### config.mk
export PLATFORM = sky130hd
export DESIGN_NAME = ext_pipe
export DESIGN_NICKNAME = d
export VERILOG_FILES = /design/src/rtl/ext_pipe.sv
export SDC_FILE = /design/constraint.sdc
export NUM_CORES = 1
export LEC_CHECK = 0
export CAP_MARGIN = 20
export CORE_MARGIN = 1.5
export CORE_UTILIZATION = 35
export CTS_CLUSTER_SIZE = 8
export DETAILED_ROUTE_END_ITERATION = 16
export SYNTH_ARGS = -nofsm -noshare
export SYNTH_HDL_FRONTEND = slang
export SYNTH_SLANG_ARGS = --single-unit
### constraint.sdc
create_clock -name clk -period 5.5 [get_ports clk]
set_input_delay 1.65 -clock clk [delete_from_list [all_inputs] [get_ports clk]]
set_output_delay 1.65 -clock clk [all_outputs]
set_load 0.1 [all_outputs]
### src/rtl/ext_pipe.sv
// ext_pipe: immediate / load-data extender feeding a DEPTH-entry result FIFO.
// Ports: clk, reset (async high), flush; in_valid/in_ready, extop, in_imm,
// in_data, in_off; out_valid/out_ready, out_data, out_err (head entry).
module ext_pipe #(
   parameter int IN_W  = 16,
   parameter int OUT_W = 32,
   parameter int DEPTH = 2
) (
   input  logic             clk,
   input  logic             reset,
   input  logic             flush,
   input  logic             in_valid,
   output logic             in_ready,
   input  logic [2:0]       extop,
   input  logic [IN_W-1:0]  in_imm,
   input  logic [31:0]      in_data,
   input  logic [1:0]       in_off,
   output logic             out_valid,
   input  logic             out_ready,
   output logic [OUT_W-1:0] out_data,
   output logic             out_err
);

   localparam int AW = $clog2(DEPTH);
   localparam int CW = AW + 1;
   localparam int EW = OUT_W + 1;
   localparam logic [AW-1:0] PTR_ONE  = AW'(1);
   localparam logic [CW-1:0] CNT_ONE  = CW'(1);
   localparam logic [CW-1:0] CNT_FULL = CW'(DEPTH);

   typedef logic [EW-1:0] entry_t;

   entry_t          mem_q [DEPTH];
   entry_t          mem_d [DEPTH];
   logic [AW-1:0]   wr_ptr_q, wr_ptr_d;
   logic [AW-1:0]   rd_ptr_q, rd_ptr_d;
   logic [CW-1:0]   count_q, count_d;

   logic [7:0]      byte_sel;
   logic [15:0]     half_sel;
   logic [OUT_W-1:0] ext_data;
   logic            ext_err;
   logic            push, pop;
   entry_t          head;

   assign byte_sel = 8'(in_data >> {in_off, 3'b000});
   assign half_sel = 16'(in_data >> {in_off[1], 4'b0000});

   always_comb begin
      ext_data = '0;
      ext_err  = 1'b0;
      unique case (extop)
         3'b000: ext_data = {{(OUT_W-IN_W){1'b0}}, in_imm};
         3'b001: ext_data = {{(OUT_W-IN_W){in_imm[IN_W-1]}}, in_imm};
         3'b010: ext_data = {in_imm, {(OUT_W-IN_W){1'b0}}};
         3'b011: ext_data = {{(OUT_W-8){byte_sel[7]}}, byte_sel};
         3'b100: ext_data = {{(OUT_W-8){1'b0}}, byte_sel};
         3'b101: begin
            if (in_off[0]) ext_err = 1'b1;
            else ext_data = {{(OUT_W-16){half_sel[15]}}, half_sel};
         end
         3'b110: begin
            if (in_off[0]) ext_err = 1'b1;
            else ext_data = {{(OUT_W-16){1'b0}}, half_sel};
         end
         default: ext_err = 1'b1;
      endcase
   end

   // Status comes only from the registered count, never from the handshakes.
   assign out_valid = (count_q != '0);
   assign in_ready  = (count_q != CNT_FULL);

   assign push = in_valid & in_ready & ~flush;
   assign pop  = out_valid & out_ready & ~flush;

   always_comb begin
      mem_d    = mem_q;
      wr_ptr_d = wr_ptr_q;
      rd_ptr_d = rd_ptr_q;
      count_d  = count_q;
      if (flush) begin
         wr_ptr_d = '0;
         rd_ptr_d = '0;
         count_d  = '0;
      end else begin
         if (push) begin
            mem_d[wr_ptr_q] = {ext_err, ext_data};
            wr_ptr_d = wr_ptr_q + PTR_ONE;
         end
         if (pop) rd_ptr_d = rd_ptr_q + PTR_ONE;
         if (push && !pop) count_d = count_q + CNT_ONE;
         else if (pop && !push) count_d = count_q - CNT_ONE;
      end
   end

   always_ff @(posedge clk or posedge reset) begin
      if (reset) begin
         for (int i = 0; i < DEPTH; i++) mem_q[i] <= '0;
         wr_ptr_q <= '0;
         rd_ptr_q <= '0;
         count_q  <= '0;
      end else begin
         mem_q    <= mem_d;
         wr_ptr_q <= wr_ptr_d;
         rd_ptr_q <= rd_ptr_d;
         count_q  <= count_d;
      end
   end

   // Stale entries remain in storage after a flush, so gate by occupancy.
   assign head     = mem_q[rd_ptr_q];
   assign out_data = out_valid ? head[OUT_W-1:0] : '0;
   assign out_err  = out_valid & head[OUT_W];

endmodule

# [Yosys cells after proc, flatten, opt, wreduce, memory -nomap -nowiden]
# Cells that the tools add are included.
[classes] n_lt_le_gt_ge=3 addsub=4 bitwise=8 n_mux=19 n_reduce_logical=13 shift=2 eq_ne=7
[ops] op="32-bit case mux with 7 select lines" n=1
[ops] op="33-bit 2-to-1 mux" n=4
[ops] op="66-bit bitwise mux" n=1
[ops] op="32-bit 2-to-1 mux" n=2
[ops] op="33-bit demux with 1-bit select" n=1
[ops] op="32-bit by 5-bit right shift with 16-bit output" n=1
[ops] op="32-bit by 5-bit right shift with 8-bit output" n=1
[ops] op="16-bit 2-to-1 mux" n=1
[ops] op="3-bit equality test, second input constant" n=3
[ops] op="3-bit by 2-bit equality test with 1-bit output, second input constant" n=2
[ops] op="2-bit 2-to-1 mux" n=3
[ops] op="2-bit nonzero test" n=3
[ops] op="1-bit bitwise AND" n=5
[ops] op="1-bit 2-to-1 mux" n=5
[ops] op="5-bit OR reduction" n=1
[ops] op="2-bit greater-or-equal comparator, second input constant" n=2
[ops] op="1-bit NOT with 2-bit output" n=2
[ops] op="3-bit by 1-bit equality test with 1-bit output, second input constant" n=1
[ops] op="1-bit logical AND" n=3
[ops] op="3-bit zero test" n=1
[ops] op="3-bit nonzero test" n=1
[ops] op="1-bit adder, second input constant" n=2
[ops] op="2-bit by 1-bit adder with 2-bit output, second input constant" n=1
[ops] op="1-bit zero test" n=2
[ops] op="7 further kinds" n=7
[totals] wordCells=61 input_bits=58 ff_bits=70

# [Logic depth before layout (Yosys ltp)]
# Gate-level depths: netlist (run 1).
[logic_depth] ltp_word=8 ltp_mapped=7

# [Least setup slack after synthesis (run 1)]
# Ideal clock, no wire load.
[synth_timing] path_type="register to output" from="register rd_ptr_q" to="output port out_data[10]" t_arrival_ps=2234 path_stages_with_launch=5 required_time_ps=3850 n_path_buf=2 path_slack_ps=1616 cell_sequence="dfrtp_1 clkbuf_1 buf_2 mux2i_1 nor2_1"
[synth_via] elab_chain_cells=5
[synth_rtl] item="start, declared" line="36" source="logic [AW-1:0] rd_ptr_q, rd_ptr_d;"
[synth_rtl] item="start signal, assigned" line="106" source="rd_ptr_q <= rd_ptr_d;"
[synth_rtl] item="1-bit NOT with 2-bit output (implied by the code)" line="112" source="assign head = mem_q[rd_ptr_q];"
[synth_rtl] item="33-bit 2-to-1 mux (implied by the code) (3 in a row)" line="112"
[synth_rtl] item="32-bit 2-to-1 mux" line="113" source="assign out_data = out_valid ? head[OUT_W-1:0] : '0;"
[synth_rtl] item="end, declared" line="20" source="output logic [OUT_W-1:0] out_data,"
# Every way passes these cells. The select of a mux whose other input is x is not followed.

# [Worst setup path in the final report (run 1)]
[layout_timing] from="register count_q[0]" to="output port out_data[1]"
[layout_via] elab_chain_cells=2
[layout_rtl] item="start, declared" line="37" source="logic [CW-1:0] count_q, count_d;"
[layout_rtl] item="start signal, assigned" line="107" source="count_q <= count_d;"
[layout_rtl] item="2-bit nonzero test" line="71" source="assign out_valid = (count_q != '0);"
[layout_rtl] item="32-bit 2-to-1 mux" line="113"
# Every way passes these cells.

==> results of run 1 <==
[power groups by stage]
stage                     combinational, uW  clock (uW)  sequential [uW]
after floorplan                         441           0              687
after global placement                  584           0              701
after detailed placement                589           0              709
after CTS                               592         469              698
after global routing                    631         489              714
final                                   586         462              697
[cell type report]
cell class	instances	area [um2]	share of cell area [%]
clock inverter	6	86.3	1.69
clock buffer	10	128	2.50
tap	140	175	3.43
inverter	3	11.3	0.221
multi-input combinational	294	1970	38.5
timing repair buffer	101	983	19.3
sequential	70	1750	34.3
[routing by layer]
layer / vias to the layer above / global-route usage (%)
met5: - / 0
met4: 0 / 7.14
met3: 17 / 5.18
met2: 110 / 31.4
met1: 1544 / 25.2
li1: 1575 / -
[sequential cells by signal (all words and copies together), names as in the netlist]
name	cells
mem_q	66
count_q	2
rd_ptr_q	1
wr_ptr_q	1
[how the worst max path moves through the flow]
stage	start	endpoint	slack (ns)	cells after the start
after CTS	count_q[0]$_DFFE_PP0P_	out_data[1]	1.13	4
after global placement	count_q[0]$_DFFE_PP0P_	out_data[30]	1.56	4
after detailed placement	in_off[1]	mem_q[60]$_DFFE_PP0P_	1.51	6
final	count_q[0]$_DFFE_PP0P_	out_data[1]	1.18	4
after global routing	count_q[0]$_DFFE_PP0P_	out_data[7]	1.0	4
after floorplan	rd_ptr_q$_DFFE_PP0P_	out_data[10]	1.62	4
[placed cells by master (no fill, tap or decap), types with 3 or more instances in the layout]
master,count
o21ai_1,4
o211ai_1,36
o21ai_0,5
a21oi_1,18
mux2i_1,41
a22oi_1,8
nand3b_1,3
nor2_1,57
xor2_1,3
nor2_2,3
clkbuf_8,9
nand2_1,60
nor3b_1,3
mux2_2,19
clkdlybuf4s50_1,90
a31oi_1,3
dfrtp_1,69
buf_4,11
[logic make-up (layout without fill, tap and decap cells)]
logic type | after synthesis | count (layout)
AND/OR/NAND/NOR | 140 | 140
XOR/XNOR | 3 | 3
adder cells (fa/ha/maj) | 1 | 1
buffers and inverters | 34 | 120
flip-flops | 70 | 70
AO/OA/AOI/OAI | 85 | 85
multiplexers | 65 | 65
[worst max-delay path, stage by stage (launching register included)]
cell	delay, ns
dfrtp_1	0.43
nor2_2	0.41
buf_4	0.38
nor2_1	0.10
clkdlybuf4s50_1	0.98
[metrics by stage]
step           utilization (%)  hold WS (ns)  worst slack (ns)  instances  instance area [um2]
2_1_floorplan                -         0.449              1.62        398                 3870
3_3_place_gp              45.3         0.464              1.56        608                 4890
3_5_place_dp              45.3         0.471              1.51        608                 4890
4_1_cts                   47.3         0.488              1.13        624                 5100
5_1_grt                   47.3         0.521             0.996        624                 5100
6_report                  47.3         0.488              1.18        624                 5100
==> metrics.csv, run 1 <==
metric,value,unit
outcome,completed,
globalRouteTotalUtil,19.5,%
dominant_combinational_cell_family_by_area_after_synthesis,multiplexers,
post-route-period-util,78.6,%
m1WireLength,4.86,mm
yosysWarningCount,0,
die_x,108,um
design_power_total,1750,uW
max_freq,231,MHz
hold_start,mem_q[32]$_DFFE_PP0P_,
final.fill_count,1067,
synth_top_cell_area_share,45.2,%
tns,0,ns
worst-setup-path-type,reg2out,
routed_wirelength,10.7,mm
synth_cell_types,42,
synth_compound_gate_area_share,15.1,%
syn-cell-area,3870,um2
grt_antenna_before_repair,0,
ff2ff_path_depth,4,
number_of_enable_type_register_cells_in_the_synthesized_netlist,0,
htree_levels,3,
clock-root-buffer,clkbuf_8,
regToRegEndpoint,mem_q[42]$_DFFE_PP0P_,
vias_in_the_first_global_route,3348,
routabilityCongestion,0.760,
clk-insertion-delay-late,0.36,ns
clock_tree.buffer_depth,2,
intPower,1100,uW
ratio_of_cells_with_drive_above_1_in_the_final_layout,12.2,%
timing.final.setup_violations,0,
minimum_clock_period_after_layout,4.32,ns
boundaryPins,93,
worst_slew_margin_rel,33.9,%
io_buffers,92,
synth_seq_area_share,45.2,%
yosys-mux-area-fraction,18.4,%
wire_length_of_the_first_global_routing_pass,17.2,mm
skew,0.00725,ns
power.share.switching,37.0,%
route.detailed.vias_per_inst,5.20,
synth-async-reset-ratio,100,%
yosys.area_share.simple,16.4,%
worst-r2r-setup-slack,3.25,ns
pwr-share-clk,26.5,%
whs_endpoint,mem_q[32]$_DFFE_PP0P_,
power.static_leakage,0.00203,uW
vias,3246,
initial_utilization,35.9,%
detail-route-antenna-nets,0,
postSynth.topFlopCell,dfrtp_1,
clk_pin_slew_worst_paths,0.08,ns
worst_r2r_startpoint,count_q[0]$_DFFE_PP0P_,
cts.repair_timing.setup_buffer_count,0,
synth_area_leader_cell,dfrtp_1,
power.density,342,nW/um2
yosys-top-cells-count,"dfrtp_1 (70), nand2_1 (60), nor2_1 (58), mux2i_1 (41), o211ai_1 (36)",
synth_seq_cells,70,
worstPathMaxFanout,23,
worstHoldPathType,reg2reg,
nNetsFinal,537,
cts_repair_resize_count,0,
timing.final.hold_violations,0,
cts-hold-fix-buffers,0,
grt_remaining_overflow,0,
post_synth_main_area_contributors,"dfrtp_1 (45%), mux2i_1 (11%), o211ai_1 (7.0%), nand2_1 (5.8%), nor2_1 (5.6%)",
yosys.area_share.xor_xnor,0.679,%
timing.critical_path.required,3.85,ns
drv_cap,0,
met2WireLength,4.99,mm
power.share.sequential,39.9,%
area_delta_synth_final,31.8,%
dieArea,11700,um2
clkSinkCount,70,
initialDrtViolationCount,162,
met3_length,695,um
min_path_cells,2,
drt-pass1-iter-count,7,
insertedDiodeCount,0,
post_synth.cell_area_avg,9.73,um2
p_comb_share,33.6,%
pin_count_of_the_biggest_net_entering_global_routing,46,
max_slew.worst_pin.slew,0.989,ns
worstPathArrival,2.67,ns
post_synth_fa_ha_maj_area_fraction,0.258,%
rsz_0062_raised_after_global_routing,false,
slew_violations,0,
drc,0,
power_switching,645,uW
routed_wire_length_per_instance,17.2,um
ir_drop,132,uV
hpwlAfterDp,7.92,mm
synthesis.nets,456,
core,10800,um2
syn_inst,398,
most_frequent_cell_after_synthesis,dfrtp_1,
start_kind,flip-flop,
dieHeight,108,um
top_layer_used,met4,
cts_tree,done,
cp-end-kind,primary output,
num_rows,38,
number_of_buffers_created_by_cts,9,
Note: power is estimated with default switching activity, not from simulation.
==> inputs of run 2 (changes only) <==
clock period = 4.38 ns   (was 5.5 ns; I/O delays follow)
==> run 2 against run 1 <==
Critical path depth down 1. Wire length is 1.1% higher. Die area unchanged. Clock skew is 0.0017 ns higher. Non-clock buffer count up 1. Worst setup slack lost 0.17 ns. Critical endpoint is now out_valid.
==> metrics.csv, run 2 (same netlist as run 1, synthesis figures left out) <==
metric,value,unit,change
most-common-layout-cells,"dfrtp_1 (69), nand2_1 (60), clkdlybuf4s50_1 (58)",,
dieHeight,108,um,unchanged
busiest_layer,met2,,
groute.layer.met1.usage,27.3,%,+2.0 points
clkSinkCount,70,,unchanged
timing.final.hold_violations,0,,unchanged
vias,3253,,+0.22%
crit_chain,nor2_2 > inv_1 > clkdlybuf4s50_1,,
start_kind,flip-flop,,
initialDrtViolationCount,195,,+20%
power.share.sequential,39.7,%,-0.2 points
power.density,438,nW/um2,+28%
boundaryPins,93,,unchanged
slew_violations,0,,unchanged
io_buffers,92,,unchanged
post-route-period-util,77.0,%,
dieArea,11700,um2,unchanged
hpwlAfterDp,8.04,mm,+1.5%
p_comb_share,32.8,%,-0.8 points
area_delta_synth_final,30.6,%,
total_area_of_sequential_cells,1750,um2,unchanged
cts.repair_timing.setup_buffer_count,0,,unchanged
drv_cap,0,,unchanged
number_of_buffers_created_by_cts,9,,unchanged
clock_tree.buffer_depth,2,,unchanged
drc,0,,unchanged
cp_top_family,buffers and inverters,,
timing.critical_path.required,3.07,ns,-0.78 ns
power.static_leakage,0.00210,uW,+3.5%
skew,0.00895,ns,+0.00170 ns
vias_in_the_first_global_route,3380,,+0.96%
route.detailed.vias_per_inst,5.20,,about the same
routed_wire_length_per_instance,17.4,um,+0.90%
groute.layer.met3.usage,4.46,%,-0.72 points
intPower,1380,uW,+26%
cp.buffers_inverters,2,,unchanged
clock-root-buffer,clkbuf_8,,
worstHoldPathType,reg2reg,,
power_switching,830,uW,+29%
worst-setup-path-type,reg2out,,
cp-end-kind,primary output,,
cts-hold-fix-buffers,0,,unchanged
largest_registers,"mem_q (66), count_q (2)",,
hold_start,mem_q[32]$_DFFE_PP0P_,,
registers.top_by_ff_count,mem_q,,
routed_wirelength,10.9,mm,+1.1%
rsz_0062_raised_after_global_routing,false,,
ir_drop,212,uV,+61%
htree_levels,3,,unchanged
finish.instance_area,5060,um2,-0.88%
worst_slew_margin_rel,35.4,%,+1.5 points
pwr-share-clk,27.4,%,+0.9 points
max_slew.worst_pin.slew,0.966,ns,-0.0227 ns
worst_setup_path_startpoint,count_q[1]$_DFFE_PP0P_,,
final_common_cell,dfrtp_1,,
wire_length_of_the_first_global_routing_pass,17.7,mm,+3.0%
outcome,completed,,
drt-pass1-iter-count,4,,-3
insertedDiodeCount,0,,unchanged
flip_flop_count_of_the_largest_register_after_layout,66,,unchanged
clk-insertion-delay-late,0.35,ns,about the same
cts_tree,done,,
power.share.switching,37.5,%,+0.55 points
ratio_of_cells_with_drive_above_1_in_the_final_layout,19.2,%,+7.0 points
worstPathArrival,2.06,ns,-0.61 ns
grt_antenna_before_repair,0,,unchanged
cpPeakStageDelay,1.13,ns,+0.15 ns
minimum_clock_period_after_layout,3.37,ns,
die_x,108,um,unchanged
routabilityCongestion,0.824,,+8.4%
worst_r2r_startpoint,count_q[0]$_DFFE_PP0P_,,
worstPathMaxFanout,5,,-78%
cts_repair_resize_count,0,,unchanged
placement.cell_area,4830,um2,-1.2%
multi_input_comb_area,1970,um2,unchanged
clk_pin_slew_worst_paths,0.08,ns,about the same
final.fill_count,1031,,-3.4%
max_freq,297,MHz,
globalRouteTotalUtil,19.9,%,+0.37 points
nNetsFinal,538,,+0.19%
core,10800,um2,unchanged
pin_count_of_the_biggest_net_entering_global_routing,41,,-11%
num_rows,38,,unchanged
tns,0,ns,unchanged
crit_path_top_delay_cell,clkdlybuf4s50_1,,
grt_remaining_overflow,0,,unchanged
detail-route-antenna-nets,0,,unchanged
initial_utilization,35.9,%,unchanged
timing.final.setup_violations,0,,unchanged
grt_use_met2,31.4,%,-0.045 points
## run 2: power groups by stage
stage	Sequential (uW)	Clock, uW	Combinational [uW]
after CTS	881	615	734
after global routing	900	648	785
after global placement	885	0	721
after floorplan	863	0	554
final	880	607	727
after detailed placement	894	0	733
## run 2: routing by layer
metal / part of all wire, % / vias up
met4: 1.4 / 0
met3: 5.5 / 16
met2: 46 / 92
met5: 0 / -
met1: 47 / 1569
li1: - / 1576
## run 2: area by class of cell
| cell class | instances | share of cell area [%] |
|---|---|---|
| clock inverters | 7 | 2.08 |
| multi-input cells | 294 | 38.9 |
| clock buffers | 9 | 2.45 |
| repair buffers | 102 | 18.3 |
| inverters | 3 | 0.223 |
| flip-flops and latches | 70 | 34.7 |
| well taps | 140 | 3.46 |
## run 2: tightest hold or removal path, cell delays in order, from the launching register on
cell,delay (ns)
dfrtp_1,0.35
nand2_1,0.05
o21ai_0,0.06
## run 2: through the flow
| step | util (%) | worst slack, ns | hold slack (ns) | cells | power (uW) |
|---|---|---|---|---|---|
| after floorplan | - | 0.832 | 0.449 | 398 | 1420 |
| after global placement | 44.7 | 0.875 | 0.463 | 609 | 1610 |
| after detailed placement | 44.7 | 0.837 | 0.469 | 609 | 1630 |
| after CTS | 46.9 | 0.991 | 0.488 | 625 | 2230 |
| after global routing | 46.9 | 0.932 | 0.515 | 625 | 2330 |
| final | 46.9 | 1.01 | 0.483 | 625 | 2210 |
## run 2: final timing paths
| kind | endpoint | cells past startpoint | slack, ns |
|---|---|---|---|
| hold / removal | mem_q[32]$_DFFE_PP0P_ | 2 | 0.48 |
| max in group asynchronous | mem_q[42]$_DFFE_PP0P_ | 3 | 2.15 |
| setup reg to reg | mem_q[3]$_DFFE_PP0P_ | 4 | 2.42 |
| hold reg to reg | mem_q[32]$_DFFE_PP0P_ | 2 | 0.48 |
| min in group asynchronous | count_q[1]$_DFFE_PP0P_ | 2 | 1.46 |
| setup / recovery | out_valid | 3 | 1.01 |
==> inputs of run 3 (changes only) <==
clock period = 3.45 ns   (was 4.38 ns; I/O delays follow)
==> run 3 against run 2 <==
Clock skew fell by 0.0048 ns. Die area did not move. Utilization rose by 4.1 points. Sequential share of layout area fell by 2.8 points. Sequential cell count did not move. Count of clock-buffer cells in the layout did not move. Design area rose by 8.8%. Critical path type unchanged. Combinational power rose by 44%.
==> metrics.csv, run 3 (same netlist as run 1, synthesis figures left out) <==
metric,value,unit,change
number_of_buffers_created_by_cts,9,,unchanged
worst_slew_margin_rel,53.1,%,+18 points
grt_antenna_before_repair,0,,unchanged
tns,0,ns,unchanged
preCtsSetupSlack,0.354,ns,-0.483 ns
pwr-share-clk,25.2,%,-2.2 points
power.static_leakage,0.00222,uW,+5.7%
flip_flop_count_of_the_largest_register_after_layout,66,,unchanged
routabilityCongestion,0.826,,+0.27%
worst-setup-path-type,reg2out,,
cp-end-kind,primary output,,
clkSinkCount,70,,unchanged
clk_pin_slew_worst_paths,0.07,ns,about the same
largest_registers,"mem_q (66), count_q (2)",,
detail-route-antenna-nets,0,,unchanged
layout_setup_ws,0.535,ns,-0.474 ns
numPlacedInstances,616,,+1.1%
routed_wire_length_per_instance,17.6,um,+1.4%
timing.final.setup_violations,0,,unchanged
core,10800,um2,unchanged
timing.critical_path.required,2.41,ns,-0.66 ns
power_switching,1060,uW,+27%
cp.buffers_inverters,2,,unchanged
hpwlAfterDp,8.27,mm,+2.9%
worstPathMaxFanout,17,,+12
htree_levels,3,,unchanged
routed_wirelength,11.1,mm,+2.4%
cts_repair_resize_count,0,,unchanged
drc,0,,unchanged
timing.final.hold_violations,0,,unchanged
die_x,108,um,unchanged
vias_in_the_first_global_route,3363,,-0.50%
dieHeight,108,um,unchanged
clock_tree.buffer_depth,2,,unchanged
cts-hold-fix-buffers,0,,unchanged
wire_length_of_the_first_global_routing_pass,18.1,mm,+2.2%
nNetsFinal,545,,+1.3%
drv_cap,0,,unchanged
minimum_clock_period_after_layout,2.91,ns,
initialDrtViolationCount,136,,-30%
area_delta_synth_final,42.1,%,
pin_count_of_the_biggest_net_entering_global_routing,44,,+7.3%
rsz_0062_raised_after_global_routing,false,,
critical_path_cell_count,4,,+1
globalRouteTotalUtil,20.3,%,+0.43 points
max_slew.worst_pin.slew,0.703,ns,-0.263 ns
start_kind,flip-flop,,
cp_top_family,buffers and inverters,,
dieArea,11700,um2,unchanged
final_common_cell,dfrtp_1,,
worstPathArrival,1.88,ns,-0.18 ns
intPower,1840,uW,+33%
ir_drop,247,uV,+17%
post-route-period-util,84.5,%,
crit_path_top_delay_cell,dfrtp_2,,
clk-insertion-delay-late,0.36,ns,about the same
p_comb_share,36.4,%,+3.6 points
clock-root-buffer,clkbuf_8,,
skew,0.00411,ns,-0.00484 ns
max_freq,343,MHz,
io_buffers,92,,unchanged
grt_remaining_overflow,0,,unchanged
boundaryPins,93,,unchanged
drt-pass1-iter-count,4,,unchanged
cts.repair_timing.setup_buffer_count,0,,unchanged
min_path_cells,2,,unchanged
hold_slack,0.501,ns,+0.0183 ns
vias,3335,,+2.5%
initial_utilization,35.9,%,unchanged
registers.top_by_ff_count,mem_q,,
most-common-layout-cells,"dfrtp_1 (69), nand2_1 (60), nor2_1 (57), clkdlybuf4s50_1 (57), mux2i_1 (41)",,
ratio_of_cells_with_drive_above_1_in_the_final_layout,20.4,%,+1.2 points
power.share.sequential,38.4,%,-1.3 points
crit_chain,buf_4 > mux2i_1 > nor2_1 > buf_12,,
num_rows,38,,unchanged
insertedDiodeCount,0,,unchanged
route.detailed.vias_per_inst,5.29,,+1.5%
slew_violations,0,,unchanged
worstHoldPathType,reg2reg,,
layoutNonFillerInstCount,631,,+0.96%
cpPeakStageDelay,0.57,ns,-0.56 ns
power.density,527,nW/um2,+20%
power.share.switching,36.4,%,-1.1 points
cts_tree,done,,
ff2ff_path_depth,5,,+1
outcome,completed,,
[run 3: power by group through the flow]
stage          Sequential (uW)  Clock (uW)  Combinational [uW]
4_1_cts                   1110         741                1060
5_1_grt                   1140         777                1130
3_5_place_dp              1130           0                1060
2_1_floorplan             1100           0                 703
3_3_place_gp              1120           0                1050
6_report                  1110         731                1050
[run 3: worst min-delay path, cell delays in order (launching register included)]
cell      delay [ns]
dfrtp_1         0.34
nand2_1         0.05
o211ai_1        0.07
[run 3: through the flow]
stage,area [um2],power [uW],util [%]
detailed placement,5290,2190,49.0
finish,5500,2900,51.0
global route,5500,3040,51.0
global placement,5290,2160,49.0
floorplan,3870,1800,-
CTS,5500,2920,51.0
[run 3: final timing paths]
kind	startpoint	slack [ns]	endpoint
max	rd_ptr_q$_DFFE_PP0P_	0.54	out_err
min	mem_q[28]$_DFFE_PP0P_	0.50	mem_q[28]$_DFFE_PP0P_
max reg2reg	count_q[0]$_DFFE_PP0P_	1.39	mem_q[25]$_DFFE_PP0P_
min reg2reg	mem_q[28]$_DFFE_PP0P_	0.50	mem_q[28]$_DFFE_PP0P_
max in group asynchronous	reset	1.72	mem_q[13]$_DFFE_PP0P_
min in group asynchronous	reset	1.09	mem_q[65]$_DFFE_PP0P_
[run 3: layer usage]
layer | global-route usage [%] | routed length [um] | vias to the layer above
met2 | 32.8 | 5300 | 112
met1 | 27.0 | 4990 | 1612
li1 | - | - | 1597
met4 | 6.48 | 184 | 0
met5 | 0 | 0 | -
met3 | 4.76 | 648 | 14
[run 3: final cells by class]
class	instances	area, um2
multi-input combinational	294	1970
clock inverter	6	87.6
inverter	3	11.3
clock buffer	9	124
timing repair buffer	109	1390
sequential	70	1750
fill	981	5290
tap	140	175
